<file path="src/rtl/apb_ctrl_pkg.sv">
// Shared types and constants for the two-requester APB master.
// Everything here is imported by the arbiter and the top.
package apb_ctrl_pkg;

    typedef enum logic [1:0] {
        IDLE,
        SETUP,
        ACCESS,
        RESP
    } state_t;

    typedef enum logic {
        OWNER0,
        OWNER1
    } owner_t;

    localparam int DEFAULT_TIMEOUT = 16;

endpackage

</file>
<file path="src/rtl/rr_arbiter_2.sv">
// Two-way round-robin arbiter. The priority pointer moves to the loser
// only when a grant is actually consumed (en).
module rr_arbiter_2 (
    input  logic PCLK,
    input  logic PRESETn,
    input  logic valid0,
    input  logic valid1,
    input  logic en,
    output logic gnt0,
    output logic gnt1
);

    // ptr = 0 gives requester 0 priority when both are valid
    logic ptr;

    assign gnt0 = valid0 && (!valid1 || !ptr);
    assign gnt1 = valid1 && (!valid0 || ptr);

    // NOTE: sequential state uses non-blocking assignments so every flop
    // samples the pre-edge values regardless of process ordering.
    always_ff @(posedge PCLK) begin
        if (!PRESETn) begin
            ptr <= 1'b0;
        end else if (en) begin
            ptr <= gnt0;
        end
    end

endmodule

</file>
<file path="src/rtl/apb_master_arbiter.sv">
// Two-requester APB master: round-robin arbitration, SETUP/ACCESS sequencing,
// PREADY wait with timeout, and a one-cycle response to the winning requester.
module apb_master_arbiter
    import apb_ctrl_pkg::*;
#(
    parameter int ADDR_W  = 32,
    parameter int DATA_W  = 32,
    parameter int TIMEOUT = DEFAULT_TIMEOUT
) (
    input  logic              PCLK,
    input  logic              PRESETn,
    input  logic              req0_valid,
    output logic              req0_ready,
    input  logic              req0_write,
    input  logic [ADDR_W-1:0] req0_addr,
    input  logic [DATA_W-1:0] req0_wdata,
    output logic              rsp0_valid,
    output logic [DATA_W-1:0] rsp0_rdata,
    output logic              rsp0_err,
    input  logic              req1_valid,
    output logic              req1_ready,
    input  logic              req1_write,
    input  logic [ADDR_W-1:0] req1_addr,
    input  logic [DATA_W-1:0] req1_wdata,
    output logic              rsp1_valid,
    output logic [DATA_W-1:0] rsp1_rdata,
    output logic              rsp1_err,
    output logic              PSEL,
    output logic              PENABLE,
    output logic              PWRITE,
    output logic [ADDR_W-1:0] PADDR,
    output logic [DATA_W-1:0] PWDATA,
    input  logic [DATA_W-1:0] PRDATA,
    input  logic              PREADY
);

    localparam int              CNT_W    = $clog2(TIMEOUT + 1);
    localparam logic [CNT_W-1:0] CNT_LAST = CNT_W'(TIMEOUT - 1);

    state_t            state, state_nxt;
    owner_t            owner;
    logic [CNT_W-1:0]  cnt;
    logic [DATA_W-1:0] rsp_data;
    logic              rsp_err_q;
    logic              gnt0, gnt1, accept;

    rr_arbiter_2 u_arb (
        .PCLK    (PCLK),
        .PRESETn (PRESETn),
        .valid0  (req0_valid),
        .valid1  (req1_valid),
        .en      (accept),
        .gnt0    (gnt0),
        .gnt1    (gnt1)
    );

    // Ready is held low while reset is asserted so no command is accepted then
    assign req0_ready = PRESETn && (state == IDLE) && gnt0;
    assign req1_ready = PRESETn && (state == IDLE) && gnt1;
    assign accept     = req0_ready || req1_ready;

    // NOTE: every output of this block gets a default first, so no latch
    // can be inferred for paths the case statement does not cover.
    always_comb begin
        state_nxt = state;
        PSEL      = 1'b0;
        PENABLE   = 1'b0;
        unique case (state)
            IDLE:   if (accept) state_nxt = SETUP;
            SETUP: begin
                PSEL      = 1'b1;
                state_nxt = ACCESS;
            end
            ACCESS: begin
                PSEL    = 1'b1;
                PENABLE = 1'b1;
                if (PREADY || (cnt == CNT_LAST)) state_nxt = RESP;
            end
            RESP:   state_nxt = IDLE;
            default: state_nxt = IDLE;
        endcase
    end

    always_ff @(posedge PCLK) begin
        if (!PRESETn) begin
            state     <= IDLE;
            owner     <= OWNER0;
            cnt       <= '0;
            rsp_data  <= '0;
            rsp_err_q <= 1'b0;
            PWRITE    <= 1'b0;
            PADDR     <= '0;
            PWDATA    <= '0;
        end else begin
            state <= state_nxt;
            unique case (state)
                IDLE: if (accept) begin
                    owner  <= gnt1 ? OWNER1 : OWNER0;
                    PWRITE <= gnt1 ? req1_write : req0_write;
                    PADDR  <= gnt1 ? req1_addr  : req0_addr;
                    PWDATA <= gnt1 ? req1_wdata : req0_wdata;
                end
                // PREADY wins over the timeout on the final ACCESS cycle
                ACCESS: if (PREADY) begin
                    rsp_data  <= PWRITE ? '0 : PRDATA;
                    rsp_err_q <= 1'b0;
                end else if (cnt == CNT_LAST) begin
                    rsp_data  <= '0;
                    rsp_err_q <= 1'b1;
                end else begin
                    cnt <= cnt + 1'b1;
                end
                RESP:    cnt <= '0;
                default: ;
            endcase
        end
    end

    assign rsp0_valid = (state == RESP) && (owner == OWNER0);
    assign rsp1_valid = (state == RESP) && (owner == OWNER1);
    assign rsp0_rdata = rsp0_valid ? rsp_data : '0;
    assign rsp1_rdata = rsp1_valid ? rsp_data : '0;
    assign rsp0_err   = rsp0_valid && rsp_err_q;
    assign rsp1_err   = rsp1_valid && rsp_err_q;

endmodule

</file>
<file path="config.mk">
export PLATFORM = sky130hd
export DESIGN_NAME = apb_master_arbiter
export DESIGN_NICKNAME = d
export VERILOG_FILES = /design/src/rtl/apb_ctrl_pkg.sv /design/src/rtl/rr_arbiter_2.sv /design/src/rtl/apb_master_arbiter.sv
export SDC_FILE = /design/constraint.sdc
export NUM_CORES = 1
export LEC_CHECK = 0
export BUFFER_PORTS_ARGS = -buffer_cell sky130_fd_sc_hd__buf_2
export CORE_AREA = 5 5 116 118
export CTS_BUF_LIST = sky130_fd_sc_hd__clkbuf_4
export CTS_CLUSTER_DIAMETER = 150
export DETAILED_ROUTE_END_ITERATION = 16
export DIE_AREA = 0 0 121 123
export PLACE_DENSITY = 0.79
export SLEW_MARGIN = 20
export SYNTH_ARGS = -nofsm -noshare
export SYNTH_HDL_FRONTEND = slang
export SYNTH_SLANG_ARGS = --single-unit
</file>
<file path="constraint.sdc">
create_clock -name PCLK -period 3.55 [get_ports PCLK]
set_clock_uncertainty 0.1 [all_clocks]
set_input_delay 1.065 -clock PCLK [delete_from_list [all_inputs] [get_ports PCLK]]
set_output_delay 1.065 -clock PCLK [all_outputs]
set_load 0.05 [all_outputs]
</file>
---- Word-level counts from Yosys, hierarchy flattened ----
Cells that the tools add are included.
Widths: inputs -> output; s select.
storage, ports and cells
  logic and storage cells ................. 62
  register bits ........................... 107
cells by class
  mux-type cells .......................... 19
  equal/unequal tests ..................... 8
  add/sub/neg operators ................... 1
  reductions and logical operators ........ 24
  bitwise gates (word level) .............. 1
operators with widths
  cell                 number
  $mux 32              7
  $mux 5               2
  $pmux 5 s2           1
  $logic_and 1x1->1    9
  $ne 2x2->1 const B   4
  $pmux 2 s4           1
  $mux 1               6
  $reduce_and 2->1     3
  $add 5x1->5 const B  1
  $eq 5x4->1 const B   1
  $eq 2x2->1 const B   2
  $logic_or 1x1->1     4
  $mux 2               2
  $reduce_bool 2->1    2
  $logic_not 1->1      3
  $reduce_and 3->1     1
  $eq 2x1->1 const B   1
  $logic_not 2->1      1
  $reduce_or 2->1      1
  $not 1->1            1

---- Logic depth before layout (Yosys ltp) ----
  word-level depth ........................ 7
  depth in mapped cells ................... 8
  mapped depth without buffers ............ 6

---- Hierarchy ----
Synthesis repeated with hierarchy kept, for this count alone.
second synthesis, totals
  cells, all modules ...................... 575
  area, all modules ....................... 5007.3 sq um
modules (own cells, without submodules)
  module              cells an instance  area an instance (sq um)  seq. area each (sq um)  instances
  apb_master_arbiter  569                4947.2                    2122.0                  1
  rr_arbiter_2        6                  60.1                      20.0                    1

---- Least setup slack after synthesis ----
OpenSTA, ideal clock, no wires.
  path kind ............................... input port to output port
  start point ............................. in PRESETn
  end point ............................... out req1_ready
  buffers on the path ..................... 2
  arrival time ............................ 3.017 ns
  slack ................................... -0.632 ns
  stages .................................. 4
  cell sequence ........................... buf_2 inv_1 clkbuf_1 nor4_1
between the ends
  word-level cells in the longest chain between the ends .. 2
ends and longest elaborated chain
  item                            line                      RTL
  start: declaration              apb_master_arbiter.sv:11  input logic PRESETn,
  $logic_and 1x1->1 (2 in a row)  apb_master_arbiter.sv:59  assign req1_ready = PRESETn && (state == IDLE) && gnt1;
  end: declaration                apb_master_arbiter.sv:21  output logic req1_ready,
No other way between the ends.

---- Worst setup path after layout ----
  start point ............................. in req1_valid
  end point ............................... out req1_ready
between the ends
  word-level cells in the longest chain between the ends .. 2
ends and longest elaborated chain
  item                line                      RTL
  start: declaration  apb_master_arbiter.sv:20  input logic req1_valid,
  $logic_and 1x1->1   rr_arbiter_2.sv:17        assign gnt1 = valid1 && (!valid0 || ptr);
  $logic_and 1x1->1   apb_master_arbiter.sv:59
No other way between the ends.

==> flow_metrics.tcl <==
set metrics [dict create \
    yosys-top-cells-count "o21ai_0 (131), dfxtp_1 (107), nand3b_1 (66)" \
    postSynthRegisterBits 107 \
    drt_pass1_iterations 5 \
    irDropWorstVdd_mv 0.297 \
    yosysTopAreaCell "dfxtp_1" \
    internal_power_summed_over_all_cells_w 0.00203 \
    final_design_area_no_fill_sq_um 6910 \
    globalplace.congestion 0.800 \
    critical-path-slowest-cell "buf_2" \
    wl_per_cell_microns 15.7 \
    buffers_on_ports 303 \
    synth_area_sq_um 5210 \
    synth_top_area_frac 0.411 \
    syn_inst 661 \
    drt_drc_violations_left 0 \
    critical_path_maximum_fanout 14 \
    timing.critical_path.to_type "output pin" \
    placed_area_sq_um 6810 \
    first_global_vias 5439 \
    yosys_warnings 0 \
    share_of_async_settable_or_async_resettable_flops_after_synthesis 0 \
    total_count_of_max_transition_violations_in_the_final_report 0 \
    grt_remaining_overflow 0 \
    area_contributors_post_synth "dfxtp_1 (41%), o21ai_0 (13%), nand3b_1 (9.5%), a31oi_1 (7.8%), clkbuf_1 (4.6%)" \
    floorplan.io_pins 304 \
    initial_antenna_violation_count 3 \
    cts-hold-fix-buffers 0 \
    layout.filler_cells 1185 \
    detail_route.iter0.violations 385 \
    slew_headroom 0.384 \
    final-hold-violation-count 0 \
    cts.htree.levels 3 \
    clock_path_buffers 2 \
    cts_repair_resize_count 0 \
    synthesis.area_per_instance_sq_um 7.88 \
    hpwl_microns 12300 \
    startpoint_type "input pin" \
    floorplan.core_area_sq_um 12400 \
    synthDistinctLibCells 32 \
    final_layout_size_suffix_gt1_frac 0.366 \
    synth_nets 833 \
    cts_tree "done" \
    synth_seq_area_share 0.411 \
    timing.setup.tns_ps 0 \
    fin_util 0.559 \
    routed_wl_microns 17100 \
    clkLatencyLatePin_ps 440 \
    timing.final.crit_period_ps 3120 \
    number_of_nets_still_failing_antenna_checks_after_routing 0 \
    area.growth.synth_to_final_pct 32.7 \
    switching_share 0.473 \
    floorplan.initialDensity 0.421 \
    worst_path_dominant_cell_family "buffers and inverters" \
    holdCritStartpoint "rsp_data[21]" \
    max_freq_ghz 0.320 \
    leakagePower_nw 3.24 \
    run_status "finished, final reports clean" \
    setup_viol 0 \
    num_vias 5862 \
    cts.repair_timing.setup_buffer_count 0 \
    fp.dieW_microns 121 \
    cts_root_buffer "clkbuf_4" \
    max_cap_viol_count 0 \
    power_density_over_the_cells_nw_per_um2 558 \
    clock-sinks 107 \
    fin_nets 1085 \
    sequentialPowerShare 0.395 \
    crit_start "req1_valid" \
    std_cell_rows 41 \
    cts_made_buffers 9 \
    required_ps 2380 \
    worst_pin_slew_ps 924 \
    cp_data_arrival_time_ps 1960 \
    crit_top_cell "buf_2" \
    finalCritPeriodShare 0.880 \
    timing_worst_setup_path_type "input pin to output pin" \
    critical-path-max-stage-delay_ps 310 \
    placed_cells 1074 \
    p_comb_frac 0.468 \
    clk_transition_reported_paths_ps 140 \
    die-area_sq_um 14900 \
    final-instance-count-excl-fill 1090 \
    global_route_wire_length_before_repair_microns 26200 \
    grt_max_degree 132 \
    share_clk_of_total_power 0.137 \
    critical_path.reg2reg.startpoint "cnt[0]" \
    cp.buffers_inverters 3 \
    floorplan.die.height_microns 123 \
    dominantRegCellSynth "dfxtp_1" \
    yosys.cell_count.top_type "o21ai_0" \
    critical_path.cell_chain "buf_2, inv_2, nor4_4, buf_2" \
    rsz_0062_raised_after_global_routing "no" \
    drt-vias-per-instance 5.38 \
    hold_removal_path_class "register to register" \
    power_switching_w 0.00182 \
    synth_edf_count 0 \
    global_route.usage.total 0.215 \
]
path summary, 6_finish.rpt:
path	end	slack, ps	depth (start not counted)
max reg2reg	cnt[4]	1400	6
min	rsp_data[21]	370	2
min reg2reg	rsp_data[21]	370	2
max	req1_ready	430	4
placed cells by master, fill, tap and decap left out, drive strengths merged, types with 2 or more instances in the layout:
cell	count
buf	317
o21ai	132
dfxtp	107
nand3b	66
a31oi	65
a21oi	39
nand3	37
and2	35
and3	34
nand2	34
clkbuf	9
inv	7
clkinv	6
ha	5
mux2i	3
or3	3
nor2	2
o21a	2
o211ai	2
a211o	2
a211oi	2
worst reg2reg max path, cell delays in order, from the launching register on:
cell and delay [ps]:
dfxtp_1 380, ha_1 210, and3_1 190, ha_1 230
or3b_1 500, or3_1 350, a21oi_1 150
power groups by stage:
stage,clock network [W],logic [W],registers [W]
2_1_floorplan,0,0.000709,0.00216
3_3_place_gp,0,0.00180,0.00154
3_5_place_dp,0,0.00181,0.00155
4_1_cts,0.000548,0.00181,0.00152
5_1_grt,0.000598,0.00194,0.00155
6_report,0.000528,0.00180,0.00153
metal layers:
layer	wire length, microns	track usage	part of all wire
met1	6870	0.256	0.40
met2	8190	0.365	0.48
met3	1650	0.0718	0.097
met4	324	0.0701	0.019
met5	27	0	0.0016
through the flow:
step / hold WS (ps) / total power (W) / worst slack [ps]
3_3_place_gp: 346 / 0.00334 / 431
3_5_place_dp: 352 / 0.00336 / 418
2_1_floorplan: 336 / 0.00287 / 241
5_1_grt: 390 / 0.00408 / 290
4_1_cts: 372 / 0.00389 / 410
6_report: 372 / 0.00386 / 425
kinds of logic (layout without fill, tap and decap cells):
family,after synthesis,after routing,share of synthesized area
buf+inv,83,339,0.0613
other cells,0,1,0
flops,107,107,0.411
mux,3,3,0.00577
compound gates,247,247,0.260
fa+ha+maj,5,5,0.0120
simple gates,216,216,0.250
flip-flops by register name, summed over array words and instances, names as in the netlist:
signal and count:
rsp_data 32, rsp_err_q 1, PADDR 32, owner 1, PWDATA 32, state 2, u_arb.ptr 1, PWRITE 1
cnt 5
area by class of cell:
class                      count  area [sq um]  share of cell area
antenna                        1          2.50            0.000362
clock buffer                   9          67.6             0.00978
clock inverter                 6          33.8             0.00489
inverter                       7          26.3             0.00380
multi-input combinational    471          2780               0.402
sequential                   107          2140               0.310
tap                          172           215              0.0311
timing repair buffer         317          1650               0.238
Note: power is estimated with default switching activity, not from simulation.
